**config.mk**
```make
export PLATFORM = sky130hd
export DESIGN_NAME = morse_rx_decoder
export DESIGN_NICKNAME = d
export VERILOG_FILES = /design/src/rtl/morse_rx_decoder.sv
export SDC_FILE = /design/constraint.sdc
export NUM_CORES = 1
export LEC_CHECK = 0
export ABC_CLOCK_PERIOD_IN_PS = 4800
export CORE_MARGIN = 2
export CORE_UTILIZATION = 40
export CTS_BUF_LIST = sky130_fd_sc_hd__clkbuf_16
export CTS_CLUSTER_DIAMETER = 50
export CTS_CLUSTER_SIZE = 24
export DETAILED_ROUTE_END_ITERATION = 16
export GPL_TIMING_DRIVEN = 0
export PLACE_DENSITY_LB_ADDON = 0.2
export SLEW_MARGIN = 15
export SYNTH_ARGS = -nofsm -noshare
export SYNTH_HDL_FRONTEND = slang
export SYNTH_SLANG_ARGS = --single-unit
```
**constraint.sdc**
```tcl
create_clock -name wiCLK -period 4.8 [get_ports wiCLK]
set_input_delay 0.96 -clock wiCLK [delete_from_list [all_inputs] [get_ports wiCLK]]
set_output_delay 0.96 -clock wiCLK [all_outputs]
set_load 0.02 [all_outputs]
```
**src/rtl/morse_rx_decoder.sv**
```systemverilog
`default_nettype none
// ============================================================================
// Module   : morse_rx_decoder
// Purpose  : Samples a Morse on/off line once per unit tick, classifies
//            dots/dashes and gaps, and decodes ITU A-Z into a letter history.
// Revision : 1.0 - initial release
// ============================================================================
module morse_rx_decoder #(
    parameter int DASH_MIN   = 3,
    parameter int LETTER_GAP = 3,
    parameter int WORD_GAP   = 7
) (
    input  logic        wiCLK,
    input  logic        wrst,
    input  logic        wTick,
    input  logic        wLine,
    input  logic        wClr,
    output logic [4:0]  wLetter,
    output logic        wValid,
    output logic        wErr,
    output logic        wSpace,
    output logic [14:0] wHist,
    output logic        wBusy
);
    localparam logic [3:0] c_DASH_MIN   = 4'(DASH_MIN);
    localparam logic [3:0] c_LETTER_GAP = 4'(LETTER_GAP);
    localparam logic [3:0] c_WORD_GAP   = 4'(WORD_GAP);
    localparam logic [4:0] c_NONE       = 5'd31;

    typedef enum logic [1:0] {
        S_IDLE  = 2'd0,
        S_MARK  = 2'd1,
        S_SPACE = 2'd2,
        S_GAP   = 2'd3
    } state_t;

    state_t     r_state;
    logic [3:0] r_run;
    logic [3:0] r_sym;
    logic [2:0] r_len;
    logic       r_ovf;

    logic [3:0] w_run_inc;
    logic       w_dash;
    logic [4:0] w_code;

    // Element k lives in sym[k], dash = 1; unused upper bits are always 0.
    function automatic logic [4:0] decode(input logic [2:0] len, input logic [3:0] sym);
        case ({len, sym})
            {3'd2, 4'd2}:  decode = 5'd0;   // A .-
            {3'd4, 4'd1}:  decode = 5'd1;   // B -...
            {3'd4, 4'd5}:  decode = 5'd2;   // C -.-.
            {3'd3, 4'd1}:  decode = 5'd3;   // D -..
            {3'd1, 4'd0}:  decode = 5'd4;   // E .
            {3'd4, 4'd4}:  decode = 5'd5;   // F ..-.
            {3'd3, 4'd3}:  decode = 5'd6;   // G --.
            {3'd4, 4'd0}:  decode = 5'd7;   // H ....
            {3'd2, 4'd0}:  decode = 5'd8;   // I ..
            {3'd4, 4'd14}: decode = 5'd9;   // J .---
            {3'd3, 4'd5}:  decode = 5'd10;  // K -.-
            {3'd4, 4'd2}:  decode = 5'd11;  // L .-..
            {3'd2, 4'd3}:  decode = 5'd12;  // M --
            {3'd2, 4'd1}:  decode = 5'd13;  // N -.
            {3'd3, 4'd7}:  decode = 5'd14;  // O ---
            {3'd4, 4'd6}:  decode = 5'd15;  // P .--.
            {3'd4, 4'd11}: decode = 5'd16;  // Q --.-
            {3'd3, 4'd2}:  decode = 5'd17;  // R .-.
            {3'd3, 4'd0}:  decode = 5'd18;  // S ...
            {3'd1, 4'd1}:  decode = 5'd19;  // T -
            {3'd3, 4'd4}:  decode = 5'd20;  // U ..-
            {3'd4, 4'd8}:  decode = 5'd21;  // V ...-
            {3'd3, 4'd6}:  decode = 5'd22;  // W .--
            {3'd4, 4'd9}:  decode = 5'd23;  // X -..-
            {3'd4, 4'd13}: decode = 5'd24;  // Y -.--
            {3'd4, 4'd3}:  decode = 5'd25;  // Z --..
            default:       decode = c_NONE;
        endcase
    endfunction

    assign w_run_inc = (r_run == 4'hF) ? 4'hF : r_run + 4'd1;
    assign w_dash    = (r_run >= c_DASH_MIN);
    assign w_code    = decode(r_len, r_sym);
    assign wBusy     = (r_state != S_IDLE);

    always_ff @(posedge wiCLK or negedge wrst) begin
        if (!wrst) begin
            r_state <= S_IDLE;
            r_run   <= 4'd0;
            r_sym   <= 4'd0;
            r_len   <= 3'd0;
            r_ovf   <= 1'b0;
            wLetter <= c_NONE;
            wValid  <= 1'b0;
            wErr    <= 1'b0;
            wSpace  <= 1'b0;
            wHist   <= 15'h7FFF;
        end else begin
            wValid <= 1'b0;
            wErr   <= 1'b0;
            wSpace <= 1'b0;
            if (wClr) begin
                r_state <= S_IDLE;
                r_run   <= 4'd0;
                r_sym   <= 4'd0;
                r_len   <= 3'd0;
                r_ovf   <= 1'b0;
                wLetter <= c_NONE;
                wHist   <= 15'h7FFF;
            end else if (wTick) begin
                case (r_state)
                    S_IDLE: begin
                        if (wLine) begin
                            r_state <= S_MARK;
                            r_run   <= 4'd1;
                        end
                    end
                    S_MARK: begin
                        if (wLine) begin
                            r_run <= w_run_inc;
                        end else begin
                            if (r_len < 3'd4) begin
                                r_sym[r_len[1:0]] <= w_dash;
                                r_len             <= r_len + 3'd1;
                            end else begin
                                r_ovf <= 1'b1;
                            end
                            r_state <= S_SPACE;
                            r_run   <= 4'd1;
                        end
                    end
                    S_SPACE: begin
                        if (wLine) begin
                            r_state <= S_MARK;
                            r_run   <= 4'd1;
                        end else begin
                            r_run <= w_run_inc;
                            if (w_run_inc >= c_LETTER_GAP) begin
                                if (!r_ovf && (w_code != c_NONE)) begin
                                    wLetter <= w_code;
                                    wValid  <= 1'b1;
                                    wHist   <= {wHist[9:0], w_code};
                                end else begin
                                    wLetter <= c_NONE;
                                    wErr    <= 1'b1;
                                end
                                r_sym   <= 4'd0;
                                r_len   <= 3'd0;
                                r_ovf   <= 1'b0;
                                r_state <= S_GAP;
                            end
                        end
                    end
                    S_GAP: begin
                        if (wLine) begin
                            r_state <= S_MARK;
                            r_run   <= 4'd1;
                        end else begin
                            r_run <= w_run_inc;
                            if (w_run_inc >= c_WORD_GAP) begin
                                wSpace  <= 1'b1;
                                r_state <= S_IDLE;
                            end
                        end
                    end
                    default: r_state <= S_IDLE;
                endcase
            end
        end
    end

endmodule
`default_nettype wire

```
==> impl_metrics.env, run 1 <==
export IMPL_die_h_um=81.2
export IMPL_core_area_um2=5850
export IMPL_critical_path_class="input port to flop"
export IMPL_yosys_top_cells_area="dfstp_2 (22%), dfrtp_1 (18%), nor2_1 (6.6%)"
export IMPL_path_buf_inv=2
export IMPL_synthArstFlopShare=1.00
export IMPL_hold_path_class="flop to flop"
export IMPL_worstMarginPinSlew_ns=0.564
export IMPL_syn_inst=250
export IMPL_worst_path_max_delay_cell="clkdlybuf4s50_1"
export IMPL_synth_cell_types=57
export IMPL_fin_crit_sh=0.562
export IMPL_syn_area_um2=2380
export IMPL_cap_violations=0
export IMPL_slew_headroom=0.624
export IMPL_ys_warnings_count=0
export IMPL_routed_via_density=5.37
export IMPL_synth_flop_cell="dfstp_2"
export IMPL_clockBufferDepth=2
export IMPL_cts_hold_buffers=0
export IMPL_worstPathMaxFanout=8
export IMPL_gp_congestion=0.798
export IMPL_antenna_found_initial=0
export IMPL_skew_ns=0.00343
export IMPL_cts_htree_levels=2
export IMPL_pin_count=29
export IMPL_wl_mm=5.40
export IMPL_synth_common_cells="nor2_1 (42), dfstp_2 (20), dfrtp_1 (17)"
export IMPL_vias=1945
export IMPL_final_nets=303
export IMPL_synth_nets=267
export IMPL_drtAntennaViolNets=0
export IMPL_ys_ff_latch=37
export IMPL_yosysSeqAreaShare=0.399
export IMPL_finalHoldViolations=0
export IMPL_clockRootBuffer="clkbuf_16"
export IMPL_synth_edf_count=0
export IMPL_rsz0062_at_grt="false"
export IMPL_powerDensity_nw_per_um2=261
export IMPL_crit_required_ns=5.00
export IMPL_clock_sinks=37
export IMPL_yosysTopAreaCell="dfstp_2"
export IMPL_initial_core_util=0.408
export IMPL_cts_tree="yes"
export IMPL_outcome="finished, final reports clean"
export IMPL_cp_start_kind="input port"
export IMPL_grt_ovfl_total=0
export IMPL_cts_resized=0
export IMPL_cp_slowest_stage_delay_ns=0.59
export IMPL_total_power_uw=768
export IMPL_grt_pass1_vias=1974
export IMPL_max_freq_mhz=371
export IMPL_die_width_um=81.2
export IMPL_drt_first_pass_iters=5
export IMPL_critPathTopFamily="simple AND/OR/NAND/NOR gates"
export IMPL_worstSkewPairLatency_ns=0.28
export IMPL_rows=28
export IMPL_crit_chain="clkdlybuf4s50_1, nand2b_1, or4_1, buf_2, nor4b_2, o21bai_1"
export IMPL_period_needed_ns=2.70
export IMPL_synth_top_cell_area_share=0.220
export IMPL_yosysMostFrequentCell="nor2_1"
export IMPL_crit_arrival_ns=2.90
export IMPL_wl_per_cell_um=14.9
export IMPL_drc=0
export IMPL_syn2layout_area_growth_pct=23.3
export IMPL_post_cts_setup_buffers=0
export IMPL_cp_end_kind="flop"
export IMPL_setup_viol=0
export IMPL_numCtsBuffers=5
export IMPL_antenna_cells=0
export IMPL_grt_max_degree=35
export IMPL_io_buffers=28
export IMPL_max_vdd_ir_drop_uv=199
export IMPL_clkSlewWorstSetupHoldPaths_ns=0.06
export IMPL_fp_dieArea_um2=6600
export IMPL_fin_setup_tns_ns=0
export IMPL_maxSlewViolCount=0
export IMPL_hpwl_mm=3.88
export IMPL_track_usage=0.182
export IMPL_leakagePower_uw=0.00128
export IMPL_initialDrtViolationCount=79
export IMPL_drive_gt1_frac=0.181
export IMPL_avgSynthCellArea_um2=9.54
export IMPL_grt_pass1_wl_mm=9.33
## worst register-to-register path: stages (launching register included)
cell and delay [ns]:
dfrtp_1 0.44, ha_1 0.17, buf_2 0.17, a21bo_1 0.23, a2111oi_2 0.55, o22ai_1 0.17
a21oi_1 0.50, nor2_1 0.10, o21ba_1 0.18
## layout make-up
class                   instances  area [µm²]
plain buffers                  14        83.8
repair buffers                 29         295
clock buffers                   5         125
clock inverters                 3        42.5
multi-input cells             188        1310
well taps                      75        93.8
fillers                       544        2910
inverters                      11        43.8
flip-flops and latches         37         951
## report_power, final
part           leakage, µW  switching [µW]  internal [µW]
combinational     0.000753            43.4           29.0
clock            0.0000852             130            244
sequential        0.000445            5.58            316
## per-stage QoR
step / cell area (µm²) / setup slack (ns) / hold slack (ns) / utilization / std cells
finish: 2940 / 2.10 / 0.499 / 0.503 / 362
global route: 2940 / 1.92 / 0.536 / 0.503 / 362
CTS: 2940 / 2.11 / 0.499 / 0.503 / 362
detailed placement: 2770 / 1.81 / 0.489 / 0.474 / 354
global placement: 2760 / 1.82 / 0.486 / 0.472 / 353
floorplan: 2380 / 2.56 / 0.516 / - / 250
## flip-flops by register name (all words and copies together) (netlist names)
register,flops
r_run,4
r_sym,4
wValid,1
wErr,1
wHist,15
r_ovf,1
r_len,3
wSpace,1
wLetter,5
r_state,2
## final timing paths
path                       cells after the start  slack [ns]    endpoint       start
max in group asynchronous                      2        3.86    wHist[3]        wrst
min in group asynchronous                      1        0.68    wHist[0]        wrst
max reg2reg                                    8        2.17    r_len[2]    r_run[0]
min reg2reg                                    2        0.50  wLetter[0]  wLetter[0]
min                                            2        0.50  wLetter[0]  wLetter[0]
max                                            6        2.10    wHist[4]       wTick
## placed cells by master (no fill, tap or decap), types with 3 or more instances in the layout
master and instances:
o21bai_1 4, dfrtp_1 17, a21oi_1 15, inv_1 11, clkdlybuf4s50_1 27, clkbuf_1 4, mux2i_1 12, dfstp_2 20
o211ai_1 3, a31oi_1 4, nand3_1 5, a211oi_1 3, nor3_1 4, clkbuf_16 5, nor2_1 42, ha_1 12
nor2b_1 10, buf_2 8, buf_6 3, nand2b_1 8, a22o_1 3, nor3b_1 3, o21ai_0 13
## routing by layer
layer / routed length [µm] / share of wire / track usage / up-vias
met5: 0 / 0 / 0 / -
met1: 2720 / 0.50 / 0.258 / 933
li1: - / - / - / 977
met2: 2470 / 0.46 / 0.281 / 27
met3: 134 / 0.025 / 0.0411 / 8
met4: 80 / 0.015 / 0.0492 / 0
## logic make-up (layout without fill, tap and decap cells)
logic type / after synthesis / in the layout / synth area share
AOI/OAI and AO/OA: 68 / 68 / 0.213
buffers and inverters: 25 / 62 / 0.0535
and+or+nand+nor: 93 / 93 / 0.207
adders and majority gates: 12 / 12 / 0.0630
muxes: 15 / 15 / 0.0645
DFF: 37 / 37 / 0.399
(Power assumes the default switching activity.)
==> inputs of run 2 (changes only) <==
Settings changed: ABC_CLOCK_PERIOD_IN_PS 4800 to 2150.
Clock period 4.8 ns to 2.15 ns, I/O delays scaled along.
==> impl_metrics.env, run 2 (synthesis gave the netlist of run 1 again) <==
export IMPL_crit_chain="ha_4, nor2b_4, a2111oi_4, or2_1, or4_1, buf_6, nor4b_4, o21bai_1"
export IMPL_r2r_end="wHist[4]"
export IMPL_worstMarginPinSlew_ns=0.645
export IMPL_met2_length_mm=3.02
export IMPL_cts_tree="yes"
export IMPL_instances_no_fill=393
export IMPL_slew_headroom=0.569
export IMPL_setup_viol=21
export IMPL_antenna_found_initial=0
export IMPL_clkSlewWorstSetupHoldPaths_ns=0.06
export IMPL_syn2layout_area_growth_pct=44.6
export IMPL_fp_dieArea_um2=6600
export IMPL_numCtsBuffers=5
export IMPL_track_usage=0.196
export IMPL_hpwl_mm=4.04
export IMPL_worstPathMaxFanout=3
export IMPL_violations="setup timing"
export IMPL_grt_ovfl_total=0
export IMPL_max_freq_mhz=446
export IMPL_nFillCells=502
export IMPL_drive_gt1_frac=0.362
export IMPL_max_flop_register="wHist"
export IMPL_rows=28
export IMPL_worst_path_max_delay_cell="dfrtp_2"
export IMPL_skew_ns=0.00470
export IMPL_io_buffers=28
export IMPL_crit_arrival_ns=2.44
export IMPL_period_needed_ns=2.24
export IMPL_vias=2138
export IMPL_wl_mm=6.30
export IMPL_drt_first_pass_iters=4
export IMPL_rr_startpoint="r_run[0]"
export IMPL_rsz0062_at_grt="true"
export IMPL_crit_required_ns=2.35
export IMPL_die_h_um=81.2
export IMPL_cp_slowest_stage_delay_ns=0.44
export IMPL_met1_length_mm=2.93
export IMPL_routed_via_density=5.44
export IMPL_max_vdd_ir_drop_uv=421
export IMPL_grt_max_degree=26
export IMPL_core_area_um2=5850
export IMPL_cts_hold_buffers=0
export IMPL_clockBufferDepth=2
export IMPL_maxSlewViolCount=0
export IMPL_drtAntennaViolNets=0
export IMPL_grt_pass1_vias=2034
export IMPL_clockRootBuffer="clkbuf_16"
export IMPL_initial_core_util=0.408
export IMPL_grt_pass1_wl_mm=9.96
export IMPL_outcome="finished, violations left"
export IMPL_finalHoldViolations=0
export IMPL_largest_reg_flops=15
export IMPL_hold_path_class="input port to asynchronous set/reset pin"
export IMPL_clock_sinks=37
export IMPL_top_regs="wHist x15, wLetter x5"
export IMPL_dpl_cell_count=354
export IMPL_cap_violations=0
export IMPL_wl_per_cell_um=16.0
export IMPL_cp_end_kind="flop"
export IMPL_critical_path_class="flop to flop"
export IMPL_drc=0
export IMPL_leakagePower_uw=0.00150
export IMPL_fin_crit_sh=1.04
export IMPL_final_nets=334
export IMPL_rr_worst_depth=8
export IMPL_pin_count=29
export IMPL_layout_commonest_cell="nor2_1"
export IMPL_worstSkewPairLatency_ns=0.28
export IMPL_reg2reg_slack_ns=-0.09
export IMPL_cts_htree_levels=2
export IMPL_pre_cts_ws_ns=-0.312
export IMPL_die_width_um=81.2
export IMPL_fin_ws_ns=-0.0911
export IMPL_initialDrtViolationCount=122
export IMPL_cp_start_kind="flop"
export IMPL_gp_congestion=0.892
export IMPL_dr_wl_met3_um=182
export IMPL_antenna_cells=0
export IMPL_maxUsedRoutingLayer="met4"
export IMPL_final_cell_mix="nor2_1 (38), clkdlybuf4s50_1 (27), buf_4 (27), dfstp_2 (20), a21oi_1 (13)"
export IMPL_powerDensity_nw_per_um2=542
==> run 2: changes by cell type in the layout (fill, tap and decap cells not counted), moves of 3 or more <==
| cell | delta |
|---|---|
| o21ai_1 | +9 |
| buf_6 | +4 |
| dfrtp_1 | -5 |
| buf_4 | +27 |
| inv_1 | -3 |
| buf_2 | -3 |
| dfrtp_2 | +5 |
| o21ai_0 | -9 |
| nor2_4 | +3 |
| nor2_1 | -4 |
| a2111oi_4 | +3 |
==> run 2: worst max path at each step <==
| stage | from | to | depth (start not counted) |
|---|---|---|---|
| floorplan | r_run[0] | wHist[4] | 9 |
| global placement | wrst | r_sym[1] | 1 |
| detailed placement | r_run[0] | wHist[4] | 9 |
| CTS | r_run[0] | wHist[4] | 8 |
| global route | r_run[0] | wHist[4] | 8 |
| finish | r_run[0] | wHist[4] | 8 |
==> run 2: per-stage QoR <==
stage | total power (µW) | hold slack [ns] | util | instance area, µm² | setup TNS (ns)
floorplan | 837 | 0.134 | - | 2430 | -0.0696
global placement | 893 | 0.489 | 0.480 | 2810 | -10.71
detailed placement | 897 | 0.354 | 0.482 | 2820 | -6.48
CTS | 1860 | 0.0552 | 0.553 | 3240 | -0.191
global route | 1930 | 0.0590 | 0.589 | 3450 | -3.25
finish | 1870 | 0.0455 | 0.589 | 3450 | -0.874
==> run 2: cell type report <==
| cell class | count | area [µm²] | area share |
|---|---|---|---|
| multi-input cells | 188 | 1500 | 0.435 |
| clock inverters | 2 | 38.8 | 0.0112 |
| clock buffers | 6 | 150 | 0.0435 |
| repair buffers | 61 | 568 | 0.165 |
| plain buffers | 13 | 92.6 | 0.0269 |
| flip-flops and latches | 37 | 957 | 0.278 |
| well taps | 75 | 93.8 | 0.0272 |
| inverters | 11 | 48.8 | 0.0142 |
==> run 2: what timing repair did <==
action | CTS | global route
pin swaps | 11 | 13
resized for setup | 28 | 24
gates cloned | 0 | 1
buffers inserted | 13 | 18
setup endpoints to repair | 30 | 29
==> run 2: where the power goes <==
| group | leakage (µW) | internal [µW] | switching (µW) |
|---|---|---|---|
| logic | 0.000967 | 108 | 126 |
| clock network | 0.0000926 | 622 | 296 |
| registers | 0.000437 | 705 | 11.8 |
==> run 2: worst max-delay path, delay by kind of cell (launching register included) <==
family          cells  cell delay (ns)
simple gates        4             1.10
buf+inv             1             0.16
compound gates      2             0.18
fa+ha+maj           1             0.27
flops               1             0.44
==> run 2: layer usage <==
metal | GRT usage | up-vias
met5 | 0 | -
met1 | 0.261 | 1044
met2 | 0.312 | 48
met4 | 0.0847 | 0
li1 | - | 1032
met3 | 0.0333 | 14
